==> src/rtl/rob_recovery_ctrl_pkg.sv <==
// Shared types for ROB mispredict recovery: ROB entry layout, recovery FSM
// states and wrap-around index helpers.
package rob_recovery_ctrl_pkg;

    localparam int unsigned PREG_W = 7;
    localparam int unsigned ARCH_W = 5;

    typedef struct packed {
        logic              has_dest;
        logic [ARCH_W-1:0] arch_rd;
        logic [PREG_W-1:0] dest_preg;
        logic [PREG_W-1:0] old_preg;
    } rob_entry_t;

    typedef enum logic [1:0] {
        IDLE = 2'd0,
        WALK = 2'd1,
        DONE = 2'd2
    } recov_state_e;

    // Step one slot older in a circular buffer of the given depth.
    function automatic int unsigned rob_idx_dec(input int unsigned idx, input int unsigned depth);
        return (idx == 0) ? depth - 1 : idx - 1;
    endfunction

    // Step one slot younger in a circular buffer of the given depth.
    function automatic int unsigned rob_idx_inc(input int unsigned idx, input int unsigned depth);
        return (idx == depth - 1) ? 0 : idx + 1;
    endfunction

endpackage

==> src/rtl/rob_recovery_ctrl.sv <==
// Branch-mispredict recovery sequencer. Walks squashed ROB entries
// youngest-first, one per cycle, restoring the speculative map and freeing
// destination pregs, then rewinds the ROB tail.
//
// state | meaning
// IDLE  | accepting flushes; free port carries commit-stage frees
// WALK  | one squashed entry per cycle at ptr; commit and rename held
// DONE  | tail rewind strobe; back to IDLE next cycle
module rob_recovery_ctrl
    import rob_recovery_ctrl_pkg::*;
#(
    parameter  int unsigned DEPTH = 16,
    localparam int unsigned IDX_W = $clog2(DEPTH)
) (
    input  logic              clk_i,
    input  logic              rst_i,
    input  logic              flush_req_i,
    input  logic [IDX_W-1:0]  flush_rob_idx_i,
    output logic              flush_ready_o,
    input  logic [IDX_W-1:0]  rob_tail_i,
    output logic [IDX_W-1:0]  walk_rd_idx_o,
    input  rob_entry_t        walk_rd_entry_i,
    input  logic              commit_free_valid_i,
    input  logic [PREG_W-1:0] commit_free_preg_i,
    output logic              free_valid_o,
    output logic [PREG_W-1:0] free_preg_o,
    output logic              spec_map_wr_valid_o,
    output logic [4:0]        spec_map_wr_rd_o,
    output logic [PREG_W-1:0] spec_map_wr_preg_o,
    output logic              commit_hold_o,
    output logic              rename_stall_o,
    output logic              rob_tail_set_valid_o,
    output logic [IDX_W-1:0]  rob_tail_set_idx_o,
    output logic              busy_o
);

    recov_state_e     state;
    logic [IDX_W-1:0] ptr;
    logic [IDX_W:0]   cnt;
    logic [IDX_W-1:0] flush_idx;
    logic [IDX_W-1:0] n_squash;

    // Entries strictly younger than the flushed one; exact even for a full ROB.
    assign n_squash = rob_tail_i - flush_rob_idx_i - IDX_W'(1);

    // Recovery FSM with registered busy and tail-rewind strobe.
    always_ff @(posedge clk_i) begin
        if (!rst_i) begin
            state                <= IDLE;
            ptr                  <= '0;
            cnt                  <= '0;
            flush_idx            <= '0;
            busy_o               <= 1'b0;
            rob_tail_set_valid_o <= 1'b0;
            rob_tail_set_idx_o   <= '0;
        end else begin
            case (state)
                IDLE: begin
                    if (flush_req_i) begin
                        flush_idx <= flush_rob_idx_i;
                        busy_o    <= 1'b1;
                        if (n_squash == '0) begin
                            state                <= DONE;
                            rob_tail_set_valid_o <= 1'b1;
                            rob_tail_set_idx_o   <= IDX_W'(rob_idx_inc(32'(flush_rob_idx_i), DEPTH));
                        end else begin
                            state <= WALK;
                            ptr   <= IDX_W'(rob_idx_dec(32'(rob_tail_i), DEPTH));
                            cnt   <= {1'b0, n_squash};
                        end
                    end
                end
                WALK: begin
                    ptr <= IDX_W'(rob_idx_dec(32'(ptr), DEPTH));
                    cnt <= cnt - (IDX_W+1)'(1);
                    if (cnt == (IDX_W+1)'(1)) begin
                        state                <= DONE;
                        rob_tail_set_valid_o <= 1'b1;
                        rob_tail_set_idx_o   <= IDX_W'(rob_idx_inc(32'(flush_idx), DEPTH));
                    end
                end
                DONE: begin
                    state                <= IDLE;
                    busy_o               <= 1'b0;
                    rob_tail_set_valid_o <= 1'b0;
                    rob_tail_set_idx_o   <= '0;
                end
                default: begin
                    state                <= IDLE;
                    busy_o               <= 1'b0;
                    rob_tail_set_valid_o <= 1'b0;
                    rob_tail_set_idx_o   <= '0;
                end
            endcase
        end
    end

    assign flush_ready_o  = (state == IDLE);
    assign commit_hold_o  = busy_o | flush_req_i;
    assign rename_stall_o = busy_o;

    // Walk read/restore and the single free-list port: commit frees in IDLE, walk frees in WALK.
    always_comb begin
        walk_rd_idx_o       = '0;
        spec_map_wr_valid_o = 1'b0;
        spec_map_wr_rd_o    = '0;
        spec_map_wr_preg_o  = '0;
        free_valid_o        = 1'b0;
        free_preg_o         = '0;
        case (state)
            IDLE: begin
                if (commit_free_valid_i) begin
                    free_valid_o = 1'b1;
                    free_preg_o  = commit_free_preg_i;
                end
            end
            WALK: begin
                walk_rd_idx_o = ptr;
                if (walk_rd_entry_i.has_dest) begin
                    spec_map_wr_valid_o = 1'b1;
                    spec_map_wr_rd_o    = walk_rd_entry_i.arch_rd;
                    spec_map_wr_preg_o  = walk_rd_entry_i.old_preg;
                    // p0 is never allocated, so it is never returned.
                    if (walk_rd_entry_i.dest_preg != '0) begin
                        free_valid_o = 1'b1;
                        free_preg_o  = walk_rd_entry_i.dest_preg;
                    end
                end
            end
            default: ;
        endcase
    end

    // Commit must not issue frees while recovery owns the free port.
    assert property (@(posedge clk_i) disable iff (!rst_i)
                     !(commit_free_valid_i && state != IDLE));

endmodule

==> config.mk <==
export PLATFORM = sky130hd
export DESIGN_NAME = rob_recovery_ctrl
export DESIGN_NICKNAME = d
export VERILOG_FILES = /design/src/rtl/rob_recovery_ctrl_pkg.sv /design/src/rtl/rob_recovery_ctrl.sv
export SDC_FILE = /design/constraint.sdc
export NUM_CORES = 1
export LEC_CHECK = 0
export ABC_AREA = 1
export BUFFER_PORTS_ARGS = -buffer_cell sky130_fd_sc_hd__buf_4
export CAP_MARGIN = 0
export CORE_ASPECT_RATIO = 1.2
export CORE_MARGIN = 4
export CORE_UTILIZATION = 35
export CTS_CLUSTER_DIAMETER = 60
export CTS_CLUSTER_SIZE = 16
export DETAILED_ROUTE_END_ITERATION = 16
export HOLD_SLACK_MARGIN = 0.08
export PLACE_DENSITY_LB_ADDON = 0.05
export REMOVE_ABC_BUFFERS = 1
export SYNTH_ARGS = -nofsm -noshare
export SYNTH_HDL_FRONTEND = slang
export SYNTH_SLANG_ARGS = --single-unit
==> constraint.sdc <==
create_clock -name clk_i -period 2.55 [get_ports clk_i]
set_input_delay 0.6375 -clock clk_i [delete_from_list [all_inputs] [get_ports clk_i]]
set_output_delay 0.6375 -clock clk_i [all_outputs]
set_load 0.05 [all_outputs]
==> results of run 1 <==
==> cells by family after synthesis <==
logic type,Yosys count
buffers and inverters,40
DFF,21
adders and majority gates,11
xor gates and xnor gates,4
AOI/OAI and AO/OA,50
and+or+nand+nor,132
==> layout make-up <==
| cell class | instances | area share [%] |
|---|---|---|
| inverters | 31 | 4.99 |
| clock buffers | 4 | 1.93 |
| well taps | 58 | 3.11 |
| repair buffers | 73 | 23.5 |
| multi-input cells | 197 | 48.4 |
| flip-flops and latches | 21 | 18.0 |
==> metal layers <==
layer  share of wire (%)  GRT usage (%)
met3                 3.9           2.73
met2                  54           32.0
met1                  42           19.6
met5                   0              0
met4                0.66           2.05
==> flip-flops by register name, indices dropped and copies added, names as in the netlist <==
register              cells
rob_tail_set_valid_o      1
flush_idx                 4
rob_tail_set_idx_o        4
state                     2
busy_o                    1
cnt                       5
ptr                       4
==> cell usage after synthesis (2+ instances only) <==
cell type   n  area [um^2]
buf_4       2         15.0
inv_2       3         11.3
nand2_1    56          210
nor2_4      3         33.8
nand3_2     2         20.0
dfxtp_1    21          420
xnor2_1     3         26.3
buf_6       2         22.5
nand2_2     3         18.8
o211ai_1    3         22.5
nand2_8     2         40.0
nand4_1     3         18.8
nand3_1    25          125
nand2_4     2         22.5
a32o_1      3         30.0
buf_1       2         7.51
nor2_1     30          113
inv_1      28          105
a21oi_1    21          105
ha_1       10          125
o21ai_0    17         85.1
==> through the flow <==
step	instance area (um^2)	hold WS (ps)	setup WS (ps)	util, %
floorplan	1670	454	-114	-
global placement	2290	449	88.9	48.7
detailed placement	2290	456	53.2	48.7
CTS	2330	467	264	49.6
global route	2330	491	174	49.6
finish	2330	463	296	49.6
==> power by group through the flow <==
stage	Combinational (mW)	Sequential, mW	Clock (mW)
5_1_grt	0.871	0.431	0.245
2_1_floorplan	0.513	0.476	0
6_report	0.792	0.424	0.221
3_3_place_gp	0.793	0.431	0
4_1_cts	0.801	0.424	0.232
3_5_place_dp	0.798	0.431	0
==> cell usage in the layout (no fill, tap or decap), types with 10 or more instances in the layout <==
| cell type | count |
|---|---|
| buf_4 | 73 |
| nand2_1 | 56 |
| nor2_1 | 30 |
| inv_1 | 28 |
| nand3_1 | 25 |
| a21oi_1 | 21 |
| dfxtp_1 | 21 |
| o21ai_0 | 17 |
| ha_1 | 10 |
==> final timing paths <==
| kind | end | startpoint |
|---|---|---|
| max | free_preg_o[5] | state[1]$_SDFFE_PN0P_ |
| max reg2reg | rob_tail_set_idx_o[0]$_SDFFE_PN0P_ | state[1]$_SDFFE_PN0P_ |
| min | rob_tail_set_idx_o[2]$_SDFFE_PN0P_ | rob_tail_set_idx_o[2]$_SDFFE_PN0P_ |
| min reg2reg | rob_tail_set_idx_o[2]$_SDFFE_PN0P_ | rob_tail_set_idx_o[2]$_SDFFE_PN0P_ |
==> worst reg2reg max path: stages, from the launching register on <==
cell     delay, ps
dfxtp_1        430
inv_2           90
nand2_4         70
buf_4          370
a31oi_2        120
nor2_4         210
nand2_2        110
nand2_1         70
a21oi_1         50
==> impl_metrics.tcl, run 1 <==
set metrics [dict create \
    path_common_cell "inv_2" \
    cts_root_buffer "clkbuf_8" \
    wl_per_cell_um 13.0 \
    die_w_um 72.3 \
    synth_edf_count 0 \
    crit_fanout 9 \
    drt_iter0_drc 85 \
    synth_compound_area_share_pct 17.0 \
    min_path_type "flip-flop to flip-flop" \
    syn_area_um2 1730 \
    cp.arrival_ps 1620 \
    synthCells 258 \
    synth-simple-area-share_pct 37.7 \
    n_fill_cell 509 \
    total_power_mw 1.44 \
    relSlewSlack_pct 68.1 \
    vias 1863 \
    fin_crit_sh_pct 88.4 \
    cts_tree "yes" \
    yosys_warnings 0 \
    drc 0 \
    cts_made_buffers 3 \
    core_um2 4700 \
    maxCapViolations 0 \
    cp-start-kind "flip-flop" \
    synth_cell_types 38 \
    cp.buffers_inverters 4 \
    p_seq_share_pct 29.5 \
    layout.area.seq_um2 420 \
    start_util_pct 36.9 \
    track_usage_pct 16.8 \
    diodes 0 \
    nNetsFinal 377 \
    wl_um 4990 \
    top_level_ports 73 \
    post_cts_buffers 0 \
    crit_type "flip-flop to primary output" \
    slew_violations 0 \
    worstHoldPathCells 2 \
    hpwl_um 4000 \
    synth_fa_ha_area_share_pct 8.37 \
    pwr-share-clk_pct 15.4 \
    cp.depth 7 \
    clk_pin_slew_ps 80 \
    cts_resized 0 \
    place_congestion 0.749 \
    num_rows 27 \
    crit_chain "inv_2, nand2_4, inv_2, nand2_1, inv_1, a32o_1, buf_4" \
    max_freq_mhz 444 \
    post_drt_via_cell_ratio 4.85 \
    grt_start_max_net_pins 39 \
    cp_slowest_stage_delay_ps 430 \
    power_switching_uw 674 \
    grt_overflow 0 \
    insertion_delay_ps 260 \
    critPathTopFamily "buffers and inverters" \
    crit_path_end_kind "primary output" \
    clk_path_buf_depth 2 \
    die_h_um 85.1 \
    internal_power_uw 763 \
    clock_sinks 21 \
    power.share.switching_pct 46.9 \
    die_area_um2 6150 \
    async_flop_share_pct 0 \
    synth_top_family_by_area "simple AND/OR/NAND/NOR gates" \
    period_needed_ps 2250 \
    cpMaxStageDelayCell "dfxtp_1" \
    tns_ps 0 \
    ys.flop_type "dfxtp_1" \
    htree_levels 1 \
    fin_skew_ps 0.778 \
    syn_area_per_cell_um2 6.72 \
    dr.pass1.iters 4 \
    p_leak_nw 1.15 \
    antenna_found_initial 0 \
    status "completed" \
    grt_pass1_vias 1866 \
    grt_pass1_wl_um 8510 \
    r2r_cells 8 \
    port_buffers 72 \
    max_slew.worst_pin.slew_ps 477 \
    setup_violations 0 \
    ir_worst_vdd_mv 0.374 \
    ys_ff_latch 21 \
    power_density_nw_per_um2 616 \
    drive_gt1_share_pct 29.8 \
    cts_hold_buf 0 \
    area_growth_syn_to_layout_pct 34.4 \
    ant_nets 0 \
    worstPathRequired_ps 1910 \
    comb_power_share_pct 55.1 \
    r2r_slack_ps 900 \
    multiInputGateArea_um2 1130 \
    synthXorXnorAreaFrac_pct 2.02 \
    hold_violations 0 \
    place_inst 380 \
    synthMuxAreaShare_pct 0 \
    fin_cells 384 \
    grt_setup_unrepaired "false" \
    seq_area_frac_synth_pct 24.2 \
]
Power figures use the tool's default switching activity.
==> run 2: changes to the inputs <==
--- a/config.mk
+++ b/config.mk
@@ -12,7 +12,7 @@
 export CORE_MARGIN = 4
 export CORE_UTILIZATION = 35
 export CTS_CLUSTER_DIAMETER = 60
-export CTS_CLUSTER_SIZE = 16
+export CTS_CLUSTER_SIZE = 12
 export DETAILED_ROUTE_END_ITERATION = 16
 export HOLD_SLACK_MARGIN = 0.08
 export PLACE_DENSITY_LB_ADDON = 0.05
==> constraint.sdc (replaced) <==
create_clock -name clk_i -period 1.96 [get_ports clk_i]
set_input_delay 0.49 -clock clk_i [delete_from_list [all_inputs] [get_ports clk_i]]
set_output_delay 0.49 -clock clk_i [all_outputs]
set_load 0.05 [all_outputs]
==> impl_metrics.tcl, run 2 (synthesized netlist as in run 1, its figures left out) <==
set metrics [dict create \
    drc 0 \
    die_area_um2 6150 \
    ir_worst_vdd_mv 0.565 \
    period_needed_ps 1930 \
    final_cell_mix "buf_4 (76), nand2_1 (49), nor2_1 (30), inv_1 (26), nand3_1 (25)" \
    cts_made_buffers 3 \
    clk_pin_slew_ps 80 \
    grt_pass1_wl_um 8290 \
    die_w_um 72.3 \
    r2r_slack_ps 500 \
    r2r_start "state[1]$_SDFFE_PN0P_" \
    placed_area_um2 2350 \
    core_um2 4700 \
    fin_cells 395 \
    wl_um 5170 \
    diodes 0 \
    power_density_nw_per_um2 778 \
    place_congestion 0.761 \
    start_util_pct 36.9 \
    ant_nets 0 \
    max_slew.worst_pin.slew_ps 583 \
    max_freq_mhz 518 \
    top_level_ports 73 \
    antenna_found_initial 0 \
    drt_iter0_drc 68 \
    fin_crit_sh_pct 98.6 \
    clock_sinks 21 \
    drive_gt1_share_pct 37.1 \
    maxCapViolations 0 \
    post_cts_buffers 0 \
    crit_type "input pin to flip-flop" \
    hold_violations 0 \
    r2r_cells 8 \
    min_path_type "flip-flop to flip-flop" \
    setup_violations 0 \
    grt_setup_unrepaired "true" \
    cts_tree "yes" \
    num_rows 27 \
    p_leak_nw 1.24 \
    stdcell_area_um2 2550 \
    worstPathRequired_ps 2090 \
    regMostFlops "cnt" \
    slew_violations 0 \
    place_inst 389 \
    worstReg2RegEnd "rob_tail_set_idx_o[0]$_SDFFE_PN0P_" \
    port_buffers 72 \
    dr.pass1.iters 4 \
    nNetsFinal 388 \
    largest_reg_flops 5 \
    fin_skew_ps 1.35 \
    die_h_um 85.1 \
    layout_commonest_cell "buf_4" \
    post_drt_via_cell_ratio 4.84 \
    area_growth_syn_to_layout_pct 47.0 \
    fin_util_pct 54.3 \
    total_power_mw 1.98 \
    cp-start-kind "input pin" \
    grt_pass1_vias 1806 \
    cts_root_buffer "clkbuf_8" \
    crit_path_end_kind "flip-flop" \
    endpoint "ptr[3]$_SDFFE_PN0P_" \
    clk_path_buf_depth 2 \
    crit_fanout 6 \
    status "completed" \
    grt_overflow 0 \
    grt_start_max_net_pins 40 \
    insertion_delay_ps 260 \
    crit_start "flush_rob_idx_i[0]" \
    cp.arrival_ps 2060 \
    cts_hold_buf 0 \
    track_usage_pct 16.7 \
    vias 1911 \
    relSlewSlack_pct 61.1 \
    hpwl_um 4000 \
    timing.hold.ws_ps 464 \
    wl_per_cell_um 13.1 \
    htree_levels 1 \
]
run 2: cell type report:
cell class | count | area (um^2)
Inverter | 31 | 124
Multi-Input combinational cell | 199 | 1230
Fill cell | 469 | 2150
Clock buffer | 4 | 45.0
Sequential cell | 21 | 425
Tap cell | 58 | 72.6
Timing Repair Buffer | 82 | 649
run 2: metrics by stage:
| step | setup slack (ps) | TNS, ps |
|---|---|---|
| after global placement | -326 | -4890 |
| final | 27.7 | 0 |
| after CTS | 2.32 | 0 |
| after floorplan | -556 | -5640 |
| after detailed placement | -351 | -5240 |
| after global routing | -37.6 | -283 |
run 2: power breakdown:
group | internal [mW] | switching (mW) | total, mW | leakage [nW]
clock | 0.145 | 0.142 | 0.287 | 0.0228
combinational | 0.412 | 0.732 | 1.14 | 1.05
sequential | 0.494 | 0.0586 | 0.553 | 0.174
run 2: worst min-delay path by stage:
stage / startpoint / endpoint / slack [ps] / depth (start not counted)
2_1_floorplan: ptr[1]$_SDFFE_PN0P_ / ptr[1]$_SDFFE_PN0P_ / 450 / 2
3_3_place_gp: rob_tail_set_idx_o[1]$_SDFFE_PN0P_ / rob_tail_set_idx_o[1]$_SDFFE_PN0P_ / 450 / 2
3_5_place_dp: rob_tail_set_idx_o[1]$_SDFFE_PN0P_ / rob_tail_set_idx_o[1]$_SDFFE_PN0P_ / 450 / 2
4_1_cts: flush_rob_idx_i[0] / flush_idx[0]$_SDFFE_PN0P_ / 460 / 3
5_1_grt: flush_rob_idx_i[0] / flush_idx[0]$_SDFFE_PN0P_ / 460 / 3
6_report: rob_tail_set_valid_o$_SDFFE_PN0P_ / rob_tail_set_valid_o$_SDFFE_PN0P_ / 460 / 2
run 2: worst max-delay path, stage by stage:
cell and delay [ps]:
buf_8 80, inv_4 30, ha_4 150, fa_1 450, or2_4 250, nor2_4 90, nand3_4 150, nand2_8 150
nand2_8 80, nand2_4 80, a21oi_2 40
run 2: repair_timing:
item	in CTS	in global routing
resized for setup	15	22
gates cloned	2	0
pin swaps	8	4
endpoints found under the setup margin	40	23
run 2: metal layers:
metal | track usage [%] | wire length [um] | vias up | share of wire [%]
met1 | 18.3 | 2000 | 859 | 39
met3 | 3.44 | 239 | 4 | 4.6
met5 | 0 | 0 | - | 0
li1 | - | - | 1012 | -
met2 | 32.4 | 2900 | 36 | 56
met4 | 2.56 | 26 | 0 | 0.50
